[src/rtl/reg_arb_pkg.sv]
// Shared definitions for the register-bank write arbiter: address widths,
// the protected register index and the debug counter type.
package reg_arb_pkg;

  localparam int REG_ADDR_W = 4;
  localparam int NUM_REGS   = 16;
  localparam int WR_COUNT_W = 16;

  typedef logic [REG_ADDR_W-1:0] reg_addr_t;
  typedef logic [WR_COUNT_W-1:0] wr_count_t;

  localparam reg_addr_t REG_ZERO = 4'd0;

  function automatic logic is_reg_zero(input reg_addr_t addr);
    return addr == REG_ZERO;
  endfunction

endpackage

[src/rtl/reg_bank_write_arbiter_if.sv]
// Write-request bus between the execute/writeback producers (master) and the
// register-bank write arbiter (slave), including the registered bank-side port.
interface reg_bank_write_arbiter_if
  import reg_arb_pkg::*;
#(
  parameter int BITS = 32,
  parameter int NREQ = 3
);

  localparam int IDX_W = $clog2(NREQ);

  logic                          stall;
  logic [NREQ-1:0]               req_valid;
  logic [NREQ*REG_ADDR_W-1:0]    req_addr;
  logic [NREQ*BITS-1:0]          req_data;
  logic [NREQ-1:0]               req_ready;

  logic                          we3;
  reg_addr_t                     a3;
  logic [BITS-1:0]               wd3;
  logic [IDX_W-1:0]              grant_id;
  logic                          drop_r0;
  wr_count_t                     wr_count;

  modport master (
    output stall, req_valid, req_addr, req_data,
    input  req_ready, we3, a3, wd3, grant_id, drop_r0, wr_count
  );

  modport slave (
    input  stall, req_valid, req_addr, req_data,
    output req_ready, we3, a3, wd3, grant_id, drop_r0, wr_count
  );

endinterface

[src/rtl/reg_bank_write_arbiter_picker.sv]
// Purely combinational rotating-priority picker: the first asserted request
// at or after ptr_i (wrapping modulo N) wins.
module rr_priority_picker #(
  parameter  int N  = 3,
  localparam int IW = (N > 1) ? $clog2(N) : 1
) (
  input  logic [N-1:0]  req_i,
  input  logic [IW-1:0] ptr_i,
  output logic [N-1:0]  grant_o,
  output logic [IW-1:0] grant_idx_o,
  output logic          any_o
);

  localparam int SW = IW + 1;

  logic [N-1:0]  rot_req;
  logic [IW-1:0] first_off;
  logic          found;
  logic [SW-1:0] idx_sum;

  // Rotate so that bit k corresponds to requester (ptr + k) mod N.
  assign rot_req = N'({req_i, req_i} >> ptr_i);
  assign any_o   = |req_i;

  always_comb begin
    first_off = '0;
    found     = 1'b0;
    for (int k = 0; k < N; k++) begin
      if (!found && rot_req[k]) begin
        found     = 1'b1;
        first_off = IW'(k);
      end
    end
  end

  always_comb begin
    idx_sum = {1'b0, ptr_i} + {1'b0, first_off};
    if (idx_sum >= SW'(N)) begin
      idx_sum = idx_sum - SW'(N);
    end
  end

  assign grant_idx_o = idx_sum[IW-1:0];

  for (genvar gi = 0; gi < N; gi++) begin : g_onehot
    assign grant_o[gi] = any_o && (grant_idx_o == IW'(gi));
  end

endmodule

[src/rtl/reg_bank_write_arbiter.sv]
// Round-robin arbiter sharing the single register-bank write port among NREQ
// requesters, with a registered commit stage, R0 protection and a commit counter.
module reg_bank_write_arbiter
  import reg_arb_pkg::*;
#(
  parameter int BITS       = 32,
  parameter int NREQ       = 3,
  parameter bit PROTECT_R0 = 1'b1
) (
  input logic                     clk,
  input logic                     rst,
  reg_bank_write_arbiter_if.slave bus
);

  localparam int IDX_W = $clog2(NREQ);
  typedef logic [IDX_W-1:0] idx_t;

  idx_t            ptr_q, ptr_d;
  logic            we3_q, we3_d;
  reg_addr_t       a3_q, a3_d;
  logic [BITS-1:0] wd3_q, wd3_d;
  idx_t            gid_q, gid_d;
  logic            drop_q, drop_d;
  wr_count_t       cnt_q, cnt_d;

  logic [NREQ-1:0] win_onehot;
  idx_t            win_idx;
  logic            win_any;
  logic            transfer;

  reg_addr_t       addr_arr [NREQ];
  logic [BITS-1:0] data_arr [NREQ];
  reg_addr_t       addr_sel;
  logic [BITS-1:0] data_sel;

  rr_priority_picker #(.N(NREQ)) u_picker (
    .req_i       (bus.req_valid),
    .ptr_i       (ptr_q),
    .grant_o     (win_onehot),
    .grant_idx_o (win_idx),
    .any_o       (win_any)
  );

  // A valid winner is always granted unless stalled or in reset, so grant implies transfer.
  assign transfer      = win_any && !bus.stall && !rst;
  assign bus.req_ready = transfer ? win_onehot : '0;

  for (genvar gi = 0; gi < NREQ; gi++) begin : g_unpack
    assign addr_arr[gi] = bus.req_addr[gi*REG_ADDR_W +: REG_ADDR_W];
    assign data_arr[gi] = bus.req_data[gi*BITS +: BITS];
  end

  always_comb begin
    addr_sel = '0;
    data_sel = '0;
    for (int i = 0; i < NREQ; i++) begin
      if (win_onehot[i]) begin
        addr_sel = addr_sel | addr_arr[i];
        data_sel = data_sel | data_arr[i];
      end
    end
  end

  always_comb begin
    ptr_d  = ptr_q;
    a3_d   = a3_q;
    wd3_d  = wd3_q;
    gid_d  = gid_q;
    we3_d  = 1'b0;
    drop_d = 1'b0;
    cnt_d  = cnt_q + wr_count_t'(we3_q);
    if (transfer) begin
      ptr_d = (win_idx == idx_t'(NREQ - 1)) ? '0 : win_idx + 1'b1;
      a3_d  = addr_sel;
      wd3_d = data_sel;
      gid_d = win_idx;
      // R0 writes complete the handshake but never reach the bank.
      if (PROTECT_R0 && is_reg_zero(addr_sel)) begin
        drop_d = 1'b1;
      end else begin
        we3_d = 1'b1;
      end
    end
  end

  always_ff @(posedge clk or posedge rst) begin
    if (rst) begin
      ptr_q  <= '0;
      we3_q  <= 1'b0;
      a3_q   <= '0;
      wd3_q  <= '0;
      gid_q  <= '0;
      drop_q <= 1'b0;
      cnt_q  <= '0;
    end else begin
      ptr_q  <= ptr_d;
      we3_q  <= we3_d;
      a3_q   <= a3_d;
      wd3_q  <= wd3_d;
      gid_q  <= gid_d;
      drop_q <= drop_d;
      cnt_q  <= cnt_d;
    end
  end

  assign bus.we3      = we3_q;
  assign bus.a3       = a3_q;
  assign bus.wd3      = wd3_q;
  assign bus.grant_id = gid_q;
  assign bus.drop_r0  = drop_q;
  assign bus.wr_count = cnt_q;

endmodule

[src/flat_wrapper.sv]
// flat-port wrapper written by rule: the top's interface ports become plain ports
module reg_bank_write_arbiter_flat import reg_arb_pkg::*;
#(
  parameter int BITS       = 32,
  parameter int NREQ       = 3,
  parameter bit PROTECT_R0 = 1'b1
)
  (clk, rst, bus_stall, bus_req_valid, bus_req_addr, bus_req_data, bus_req_ready, bus_we3, bus_a3, bus_wd3, bus_grant_id, bus_drop_r0, bus_wr_count);
  reg_bank_write_arbiter_if #(.BITS(BITS), .NREQ(NREQ)) bus_i ();
  input logic clk;
  input logic rst;
  input wire logic [$bits(bus_i.stall)-1:0] bus_stall;
  input wire logic [$bits(bus_i.req_valid)-1:0] bus_req_valid;
  input wire logic [$bits(bus_i.req_addr)-1:0] bus_req_addr;
  input wire logic [$bits(bus_i.req_data)-1:0] bus_req_data;
  output wire logic [$bits(bus_i.req_ready)-1:0] bus_req_ready;
  output wire logic [$bits(bus_i.we3)-1:0] bus_we3;
  output wire logic [$bits(bus_i.a3)-1:0] bus_a3;
  output wire logic [$bits(bus_i.wd3)-1:0] bus_wd3;
  output wire logic [$bits(bus_i.grant_id)-1:0] bus_grant_id;
  output wire logic [$bits(bus_i.drop_r0)-1:0] bus_drop_r0;
  output wire logic [$bits(bus_i.wr_count)-1:0] bus_wr_count;
  assign bus_i.stall = bus_stall;
  assign bus_i.req_valid = bus_req_valid;
  assign bus_i.req_addr = bus_req_addr;
  assign bus_i.req_data = bus_req_data;
  assign bus_req_ready = bus_i.req_ready;
  assign bus_we3 = bus_i.we3;
  assign bus_a3 = bus_i.a3;
  assign bus_wd3 = bus_i.wd3;
  assign bus_grant_id = bus_i.grant_id;
  assign bus_drop_r0 = bus_i.drop_r0;
  assign bus_wr_count = bus_i.wr_count;
  reg_bank_write_arbiter #(.BITS(BITS), .NREQ(NREQ), .PROTECT_R0(PROTECT_R0)) u_core (.clk(clk), .rst(rst), .bus(bus_i));
endmodule
[config.mk]
export PLATFORM = sky130hd
export DESIGN_NAME = reg_bank_write_arbiter_flat
export DESIGN_NICKNAME = d
export VERILOG_FILES = /design/src/rtl/reg_arb_pkg.sv /design/src/rtl/reg_bank_write_arbiter_if.sv /design/src/rtl/reg_bank_write_arbiter_picker.sv /design/src/rtl/reg_bank_write_arbiter.sv /design/src/flat_wrapper.sv
export SDC_FILE = /design/constraint.sdc
export NUM_CORES = 1
export LEC_CHECK = 0
export ABC_AREA = 0
export CORE_MARGIN = 2
export CORE_UTILIZATION = 38
export DETAILED_ROUTE_END_ITERATION = 12
export PLACE_DENSITY = 0.9
export SYNTH_ARGS = -nofsm -noshare
export SYNTH_HDL_FRONTEND = slang
export SYNTH_SLANG_ARGS = --single-unit
[constraint.sdc]
create_clock -name clk -period 4.15 [get_ports clk]
set_input_delay 0.415 -clock clk [delete_from_list [all_inputs] [get_ports clk]]
set_output_delay 0.415 -clock clk [all_outputs]
set_load 0.1 [all_outputs]
==> results of run 1 <==
layout make-up:
type	instances	area, µm²
repair buffers	180	1820
clock inverters	6	35.0
clock buffers	9	124
flip-flops and latches	58	1450
multi-input cells	207	1380
well taps	102	128
inverters	5	18.8
fillers	617	2700
logic make-up after synthesis:
family,after synthesis,share of synthesized area (%)
AOI/OAI and AO/OA,107,26.4
and+or+nand+nor,80,12.7
DFF,58,49.0
buffers and inverters,27,5.03
xor gates and xnor gates,14,4.14
adders and majority gates,5,2.36
muxes,1,0.464
sequential cells by signal (all words and copies together) (netlist names):
| register | flops |
|---|---|
| u_core.bus.wd3 | 32 |
| u_core.bus.wr_count | 16 |
| u_core.bus.a3 | 4 |
| u_core.bus.grant_id | 2 |
| u_core.ptr_q | 2 |
| u_core.bus.drop_r0 | 1 |
| u_core.bus.we3 | 1 |
routing by layer:
layer,wire [µm],vias to the layer above
li1,-,1433
met1,3430,1442
met2,4930,128
met3,828,17
met4,159,0
met5,0,-
worst reg2reg max path, delay by kind of cell, from the launching register on:
kind                       cells  cell delay (ns)
DFF                            1             0.46
AOI/OAI and AO/OA              4             0.81
buffers and inverters          4             0.41
adders and majority gates      3             0.89
and+or+nand+nor                5             0.84
through the flow:
| step | instance area (µm²) | utilization, % | setup WS [ns] | hold WS [ns] | std cells |
|---|---|---|---|---|---|
| after floorplan | 2960 | - | 0.375 | 0.535 | 292 |
| after global placement | 4780 | 62.5 | 0.289 | 0.462 | 552 |
| after detailed placement | 4780 | 62.5 | 0.151 | 0.468 | 552 |
| after CTS | 4940 | 64.5 | 0.156 | 0.478 | 567 |
| after global routing | 4950 | 64.7 | 0.0451 | 0.498 | 567 |
| final | 4950 | 64.7 | 0.286 | 0.473 | 567 |
worst max-delay path by stage:
stage | endpoint | slack (ns) | cells after the start
after floorplan | bus_req_ready[2] | 0.38 | 15
after global placement | bus_req_ready[0] | 0.29 | 15
after detailed placement | bus_req_ready[0] | 0.15 | 15
after CTS | bus_req_ready[0] | 0.16 | 15
after global routing | bus_req_ready[0] | 0.05 | 14
final | bus_req_ready[0] | 0.29 | 14
placed cells by master (no fill, tap or decap), types with 3 or more instances in the layout:
master / count
a21oi_1: 23
a222oi_1: 15
a22oi_1: 21
a2bb2oi_1: 21
and2_1: 4
and3_1: 4
buf_12: 3
buf_4: 8
clkbuf_8: 9
clkdlybuf4s50_1: 167
clkinv_2: 4
dfrtp_1: 58
ha_1: 4
inv_1: 4
nand2_1: 22
nand3_1: 9
nor2_1: 29
o21ai_0: 10
o21ai_1: 9
xnor2_1: 10
xor2_1: 4
timing repair:
| item | in CTS | in global routing |
|---|---|---|
| resized for setup | 0 | 3 |
| buffers inserted | 0 | 0 |
| setup endpoints to repair | 0 | 1 |
==> impl_metrics.toml, run 1 <==
[logic_synthesis]
synth_top_area_cell = "dfrtp_1"
synth-seq-area-share_pct = 49.0
yosysWarnings = 0
yosysMostFrequentCell = "dfrtp_1"
synth_edf_count = 0
ys_types = 38
ys_top_cells_by_area = "dfrtp_1, a2bb2oi_1, a22oi_1"
syn_area_mm2 = 0.00296
async_flop_share_pct = 100
synthTopCellsByCount = "dfrtp_1, nor2_1, a21oi_1"
synth_seq_cells = 58
synth_fp_nets = 411
syn_avg_cell_area_um2 = 10.1
ys.flop_type = "dfrtp_1"
synth_cells = 292
netlist.area_leader.share_pct = 49.0

[grt]
antenna_found_initial = 0
grt.busiest_layer = "met2"
globalRouteTotalUtil_pct = 22.4
met2_usage_pct = 41.6
use_met1_pct = 23.6
grtUsageMet3_pct = 7.49
grt_pass1_vias = 3153
overflow = 0
grt_pass1_wl_um = 14900
grt_max_degree = 45

[routing]
drt_iter0_drc = 128
post_drt_wl_per_cell_um = 16.5
first_pass_iters = 7
postRouteAntennaNets = 0
viasPerCell = 5.33
vias = 3020
wirelength_um = 9340
post-route-drc-count = 0

[clock_tree]
worst_skew_pair.late_latency_ns = 0.33
cts_sinks = 58
clockBufferDepth = 2
cts_buffers = 9
path_clk_slew_ns = 0.07
holdBufCountCts = 0
htree_num_levels = 3
clockRootBuffer = "clkbuf_8"
cts_tree = "done"

[final_layout]
antenna_cells = 0
areaGrowthSynthToFinish_pct = 67.1
final_nets = 580
drive_above_1_share_pct = 6.88

[placed_design]
portBuffers = 172
dp_hpwl_um = 7080
gp_congestion = 0.831

[critical_path]
rr_startpoint = "u_core.ptr_q[0]"
worst_setup_path_start_kind = "input pin"
worst-setup-path-type = "input pin to primary output"
startpoint = "bus_req_valid[0]"
crit_required_ns = 3.73
path_cells = "clkdlybuf4s50_1 > o21ai_0 > nor2_1 > a21oi_1 > ha_1 > inv_1 > fa_1 > inv_1 > ha_1 > nand2b_1 > mux2i_4 > and2b_1 > and2_1 > buf_12"
crit_path_max_incr_delay_ns = 0.52
r2r_end = "u_core.bus.we3"
r2r_cells = 16
arrival_ns = 3.45
rrSetupSlack_ns = 0.62
cp_num_buf_inv = 4
cp_top_family = "adder cells"
slowest_stage = "clkdlybuf4s50_1"
critPathCaptureType = "primary output"
critPathMaxFanout = 6

[floorplan]
dieArea_mm2 = 0.00852
io_pins = 173
num_rows = 32
start_util_pct = 38.7
core_mm2 = 0.00765
die_width_um = 92.3
die_y_um = 92.3

[sta]
period_share_pct = 93.1
max_freq_mhz = 259
tns_ns = 0
post-route-min-period_ns = 3.86
skew_ns = 0.00920
worst_pin_slew_ns = 1.03
rsz0062_at_grt = "no"
slew-limit-headroom_pct = 31.1
maxSlewViolCount = 0
hold_viol_final = 0
finalSetupViolCount = 0

[min_path]
min_path_cells = 1
min_to = "u_core.bus.wr_count[15]"
hold_path_class = "flop to flop"
hp-start = "u_core.bus.wr_count[15]"

[job]
cap_viol_max_count = 0

[run_status]
status = "completed"
Power of run 1 is not shown: default switching activity piles up to over one toggle a cycle in this logic, so the estimate is an artifact.
==> run 2, diff against run 1 <==
- CORE_MARGIN: 2 -> 5
==> run 2 against run 1 <==
  * Hold slack improved by 0.0090 ns
  * Clock skew barely moved
  * Core utilization rose by 1.7 points
  * Register-to-register slack got worse by 0.06 ns
  * Highest routed layer unchanged
  * Wire length rose by 0.39%
  * Largest cell class unchanged
  * Non-clock buffer count rose by 1
  * Via count fell by 0.53%
  * Cell count rose by 0.35%
  * First-iteration DRC count fell by 32%
==> impl_metrics.toml, run 2 (synthesis gave the netlist of run 1 again) <==
[run_status]
status = "completed"

[routing]
top_layer = "met4"
wl_met1_um = 3460
viasPerCell = 5.28
first_pass_iters = 5
wl_met2_um = 4970
postRouteAntennaNets = 0
wl_met3_um = 783
wirelength_um = 9380
vias = 3004
post-route-drc-count = 0
post_drt_wl_per_cell_um = 16.5
drt_iter0_drc = 87

[clock_tree]
path_clk_slew_ns = 0.06
htree_num_levels = 3
clockRootBuffer = "clkbuf_8"
cts_tree = "done"
cts_sinks = 58
cts_buffers = 9
worst_skew_pair.late_latency_ns = 0.32
clockBufferDepth = 2

[final_layout]
final_common_cell = "clkdlybuf4s50_1"
areaGrowthSynthToFinish_pct = 71.4
final_cell_mix = "clkdlybuf4s50_1, dfrtp_1, nor2_1, a21oi_1, nand2_1"
design_area_mm2 = 0.00508
antenna_cells = 0
largest_reg_flops = 32
final_nets = 581
drive_above_1_share_pct = 7.28

[critical_path]
crit_required_ns = 3.73
critPathCaptureType = "primary output"
critPathMaxFanout = 6
worst_setup_path_start_kind = "input pin"
arrival_ns = 3.57
worst-setup-path-type = "input pin to primary output"

[sta]
period_share_pct = 95.9
max_freq_mhz = 251
hold_viol_final = 0
maxSlewViolCount = 0
worst_pin_slew_ns = 1.06
slew-limit-headroom_pct = 29.6
finalSetupViolCount = 0
rsz0062_at_grt = "no"
post-route-min-period_ns = 3.98
tns_ns = 0
skew_ns = 0.00874

[floorplan]
num_rows = 32
start_util_pct = 38.7
die_y_um = 98.3
die_width_um = 98.3
dieArea_mm2 = 0.00966
io_pins = 173
core_mm2 = 0.00765

[grt]
antenna_found_initial = 0
grt_max_degree = 48
grt_pass1_wl_um = 14900
overflow = 0
globalRouteTotalUtil_pct = 19.0
grt_pass1_vias = 3201

[placed_design]
portBuffers = 172
gp_congestion = 0.820
dp_hpwl_um = 7270
placed_cell_area_mm2 = 0.00478

[min_path]
hold_path_class = "flop to flop"

[job]
cap_viol_max_count = 0
==> run 2: cell types whose count changed in the layout (fill, tap and decap cells not counted), sizes merged, moves of 2 or more <==
cell           previous run  this run
clkdlybuf4s50           167       169
clkinvlp                  2         0
clkbuf                    9        12
bufinv                    0         4
dlymetal6s2s              2         0
clkinv                    4         0
==> run 2: routing by layer <==
metal  up-vias  global-route usage, %
met1      1434                   20.8
met4         0                   6.72
li1       1432                      -
met3        16                   6.00
met5         -                      0
met2       122                   34.3
==> run 2: timing repair <==
item                                    4_1_cts  5_1_grt
hold buffers                                  0        0
gates resized for setup                       0        1
setup buffers                                 0        1
endpoints found under the setup margin        0        1
==> run 2: layout make-up <==
cell class	count	area, µm²
clock buffers	12	165
clock inverters	4	120
fillers	600	2570
inverters	5	18.8
multi-input cells	207	1380
flip-flops and latches	58	1450
well taps	102	128
repair buffers	181	1820
==> run 2: final timing paths <==
check | start | slack (ns) | cells past startpoint | end
worst max-delay path | bus_req_valid[2] | 0.17 | 15 | bus_req_ready[0]
worst min-delay path | u_core.bus.wr_count[15] | 0.48 | 1 | u_core.bus.wr_count[15]
worst max register to register | u_core.ptr_q[0] | 0.56 | 16 | u_core.bus.we3
worst min register to register | u_core.bus.wr_count[15] | 0.48 | 1 | u_core.bus.wr_count[15]
max in group asynchronous | rst | 2.81 | 3 | u_core.bus.wd3[11]
min in group asynchronous | rst | 0.50 | 2 | u_core.bus.wd3[4]
==> run 2: worst max-delay path, cell delays in order <==
cell             delay (ns)
clkdlybuf4s50_1        0.60
nand3b_1               0.14
o21ai_0                0.10
nor2_1                 0.07
a21oi_1                0.13
ha_1                   0.18
inv_1                  0.05
fa_1                   0.53
inv_1                  0.06
ha_1                   0.34
nand2b_1               0.22
mux2i_4                0.17
and2b_1                0.16
and2_1                 0.20
buf_12                 0.19
==> run 2: metrics by stage <==
stage,util (%),setup WS (ns),instances,hold slack (ns)
after global placement,62.5,0.304,552,0.462
final,66.4,0.170,569,0.482
after global routing,66.4,0.0131,569,0.502
after floorplan,-,0.375,292,0.535
after CTS,66.2,0.100,568,0.484
after detailed placement,62.5,0.108,552,0.469
Power of run 2 is left out for the same reason.
==> RTL edit 1 (config.mk and constraints of run 1) <==
`BITS` is set to 32 in 3 places; all go to 28.
--- a/src/rtl/reg_bank_write_arbiter_if.sv
+++ b/src/rtl/reg_bank_write_arbiter_if.sv
@@ -5,3 +5,3 @@
 #(
-  parameter int BITS = 32,
+  parameter int BITS = 28,
   parameter int NREQ = 3
--- a/src/rtl/reg_bank_write_arbiter.sv
+++ b/src/rtl/reg_bank_write_arbiter.sv
@@ -5,3 +5,3 @@
 #(
-  parameter int BITS       = 32,
+  parameter int BITS       = 28,
   parameter int NREQ       = 3,
--- a/src/flat_wrapper.sv
+++ b/src/flat_wrapper.sv
@@ -3,3 +3,3 @@
 #(
-  parameter int BITS       = 32,
+  parameter int BITS       = 28,
   parameter int NREQ       = 3,
Interface: changed (resized bus_req_data and bus_wd3); port bits go from 173 to 157. No check against the original RTL was run, so the function may have changed too.
==> RTL edit 1 against run 1 <==
- area after synthesis decreased by 3.0%
- sequential cell count decreased by 4
- final cell count rose by 5.3%
- routed wire length is 2.8% higher
- count of clock-buffer cells in the layout shrank 3
- setup slack lost 92 ps
- design area is 2.9% lower
- largest cell class unchanged
Power is left out: the tool's default activity adds up to more than one toggle a clock period on the data nets, which glitch-free logic cannot reach.
==> RTL edit 1: results <==
export IMPL_synth_common_cells="nand2_1 (85), a21oi_1 (58), dfrtp_1 (54)"
export IMPL_drive_gt1_share_pct=8.03
export IMPL_nClkBuffers=6
export IMPL_buf_share_pct=35.4
export IMPL_largest_reg_flops=28
export IMPL_m1WireLength_mm=3.79
export IMPL_rrSetupSlack_ps=380
export IMPL_fill_cells=567
export IMPL_grt_pass1_vias=3172
export IMPL_relSlewSlack_pct=32.4
export IMPL_vias_per_cell=5.18
export IMPL_routedWlPerCell_um=16.1
export IMPL_design_core_area_um2=7290
export IMPL_status="completed"
export IMPL_syn_nets=450
export IMPL_r2r_worst_path_cells=17
export IMPL_gp_congestion=0.757
export IMPL_fin_skew_ps=11.2
export IMPL_clkCellAreaFrac_pct=2.29
export IMPL_path_max_fanout=34
export IMPL_synth_area_leaders="dfrtp_1 (47%), nand2_1 (11%), a21oi_1 (10%)"
export IMPL_use_met2_pct=42.6
export IMPL_drt_pre_antenna_iters=5
export IMPL_nFlopsAndLatches=54
export IMPL_dr_wl_met3_um=706
export IMPL_insertion_delay_ps=310
export IMPL_layout_nets=604
export IMPL_grt_usage_pct=23.3
export IMPL_n_all_buffers=169
RTL edit 1: what timing repair did:
item | in CTS | in global routing
setup buffers | 0 | 0
gates resized for setup | 1 | 7
pin swaps | 0 | 1
endpoints found under the setup margin | 2 | 31
gates cloned | 0 | 0
hold buffers | 0 | 0
RTL edit 1: worst min-delay path by stage:
stage          cells after the start                      startpoint                             end
3_3_place_gp                       2  u_core.bus.wd3[16]$_DFFE_PP0P_  u_core.bus.wd3[16]$_DFFE_PP0P_
6_report                           2                             rst   u_core.bus.wd3[1]$_DFFE_PP0P_
4_1_cts                            2                             rst   u_core.bus.wd3[1]$_DFFE_PP0P_
3_5_place_dp                       2  u_core.bus.wd3[19]$_DFFE_PP0P_  u_core.bus.wd3[19]$_DFFE_PP0P_
2_1_floorplan                      1     u_core.ptr_q[1]$_DFFE_PP0P_     u_core.ptr_q[1]$_DFFE_PP0P_
5_1_grt                            2                             rst   u_core.bus.wd3[1]$_DFFE_PP0P_
RTL edit 1: metrics by stage:
| stage | std cells | cell area, um^2 | setup slack, ps | hold WS (ps) | setup TNS (ps) |
|---|---|---|---|---|---|
| floorplan | 343 | 2890 | -13.5 | 535 | -13.5 |
| global placement | 589 | 4650 | -9.25 | 462 | -9.25 |
| detailed placement | 589 | 4650 | -213 | 472 | -4790 |
| CTS | 597 | 4770 | 64.0 | 476 | 0 |
| global route | 597 | 4810 | 9.51 | 498 | 0 |
| finish | 597 | 4810 | 194 | 459 | 0 |
RTL edit 1: logic make-up (layout without fill, tap and decap cells):
logic type,after synthesis,after routing,synth area share (%)
flip-flops,54,54,47.0
AND/OR/NAND/NOR,141,141,22.1
adder cells (fa/ha/maj),5,5,2.44
multiplexers,7,7,2.83
buffers and inverters,27,182,3.83
XOR/XNOR,14,14,4.27
AO/OA/AOI/OAI,95,95,17.5
==> RTL edit 2 (settings of run 1) <==
Made on the original files. `wd3_q` no longer has a reset.
--- a/src/rtl/reg_bank_write_arbiter.sv
+++ b/src/rtl/reg_bank_write_arbiter.sv
@@ -90,3 +90,2 @@
       a3_q   <= '0;
-      wd3_q  <= '0;
       gid_q  <= '0;
@@ -98,3 +97,2 @@
       a3_q   <= a3_d;
-      wd3_q  <= wd3_d;
       gid_q  <= gid_d;
@@ -103,2 +101,6 @@
     end
+  end
+
+  always_ff @(posedge clk) begin
+    wd3_q <= wd3_d;
   end
Formal check against the unedited RTL: differs if rst is asserted again (counterexample within 4 cycles, from zero or initial values and one cycle with rst high); with rst held inactive, the same outputs for 10 cycles.
==> RTL edit 2 against run 1 <==
- clock skew grew 5.2 ps
- count of clock-buffer cells in the layout grew 2
- synthesized cell count shrank 9.9%
- area after synthesis grew 2.7%
- first-iteration DRC count shrank 27%
- non-clock buffer count shrank 2
- register-to-register slack lost 170 ps
- routed wire length shrank 4.1%
- sequential cell count is the same
- setup slack lost 120 ps
- design area grew 4.3%
Power is left out: the tool's default activity adds up to more than one toggle a clock period on the data nets, which glitch-free logic cannot reach.
==> RTL edit 2: results <==
export IMPL_synth_top_flop_cell="edfxtp_1"
export IMPL_grt_max_degree=33
export IMPL_drive_gt1_share_pct=14.0
export IMPL_hold_slack_ps=468
export IMPL_endpoint="bus_req_ready[0]"
export IMPL_synth_edff_count=32
export IMPL_cts_buffers=9
export IMPL_port_buffers=172
export IMPL_wirelength_mm=8.96
export IMPL_cts_resized=1
export IMPL_fin_skew_ps=14.4
export IMPL_relSlewSlack_pct=30.6
export IMPL_crit_start="bus_req_valid[2]"
export IMPL_gp_congestion=0.790
export IMPL_drt_iter0_drc=93
export IMPL_synth_top_family_by_area="compound AO/OA/AOI/OAI gates"
export IMPL_drt_pre_antenna_iters=5
export IMPL_postCtsSetupRepairBufs=0
export IMPL_antenna_found_initial=0
export IMPL_hold_path_depth=1
export IMPL_yosysSeqAreaShare_pct=53.0
export IMPL_muxShareOfSynthArea_pct=12.2
export IMPL_htree_levels=3
export IMPL_rrSetupSlack_ps=450
export IMPL_synth_xor_area_share_pct=4.03
export IMPL_insertion_delay_ps=340
export IMPL_placed_area_um2=4920
export IMPL_layout_setup_ws_ps=166
export IMPL_ys_async_sr_fraction_pct=44.8
export IMPL_dp_cells=528
export IMPL_dpl_hpwl_mm=6.86
export IMPL_diodes=0
export IMPL_cpPeakStageDelay_ps=590
export IMPL_r2r_end="u_core.bus.wd3[20]$_DFFE_PP_"
export IMPL_arrival_ps=3570
export IMPL_synth_common_cells="nor2_1 (42), a22oi_1 (32), edfxtp_1 (32), mux2_2 (32), dfrtp_1 (26)"
export IMPL_syn2layout_area_growth_pct=69.7
export IMPL_grt_pass1_wl_mm=13.5
export IMPL_critical_path_top_delay_family="adder cells"
export IMPL_fill_cells=586
export IMPL_r2r_worst_path_cells=15
export IMPL_path_max_fanout=6
export IMPL_syn_nets=382
export IMPL_synth_adder_area_share_pct=2.30
export IMPL_vias_per_cell=5.14
export IMPL_grt_usage_pct=20.3
export IMPL_routedWlPerCell_um=16.4
export IMPL_preCtsSetupSlack_ps=-1.55
export IMPL_clock_path_buffers=2
export IMPL_synth_area_leaders="edfxtp_1 (32%), dfrtp_1 (21%), mux2_2 (12%)"
export IMPL_syn_inst=263
export IMPL_layout_nets=557
export IMPL_synth_compound_area_share_pct=13.2
export IMPL_largest_reg_flops=32
export IMPL_cts_root_buf="clkbuf_8"
export IMPL_timing_rr_start="u_core.ptr_q[0]$_DFFE_PP0P_"
export IMPL_synth_cell_types=39
export IMPL_status="completed"
==> RTL edit 2: cell count changes after synthesis, moves of 13 or more <==
cell | before | now
a2bb2oi_1 | 21 | 0
edfxtp_1 | 0 | 32
a21oi_1 | 23 | 3
nor2_1 | 29 | 42
mux2_2 | 0 | 32
dfrtp_1 | 58 | 26
==> RTL edit 2: layer usage <==
metal	vias to the layer above	GRT usage [%]	wire, um
met5	-	0	0
met2	142	36.5	4800
met1	1318	21.9	3220
met3	16	6.61	766
li1	1328	-	-
met4	0	8.21	174
==> RTL edit 2: layout make-up <==
type	count	area (um^2)	area share, %
Timing Repair Buffer	178	1810	35.1
Sequential cell	58	1610	31.2
Multi-Input combinational cell	186	1380	26.8
Clock buffer	11	131	2.54
Tap cell	102	128	2.47
Clock inverter	5	80.1	1.55
Inverter	5	18.8	0.364
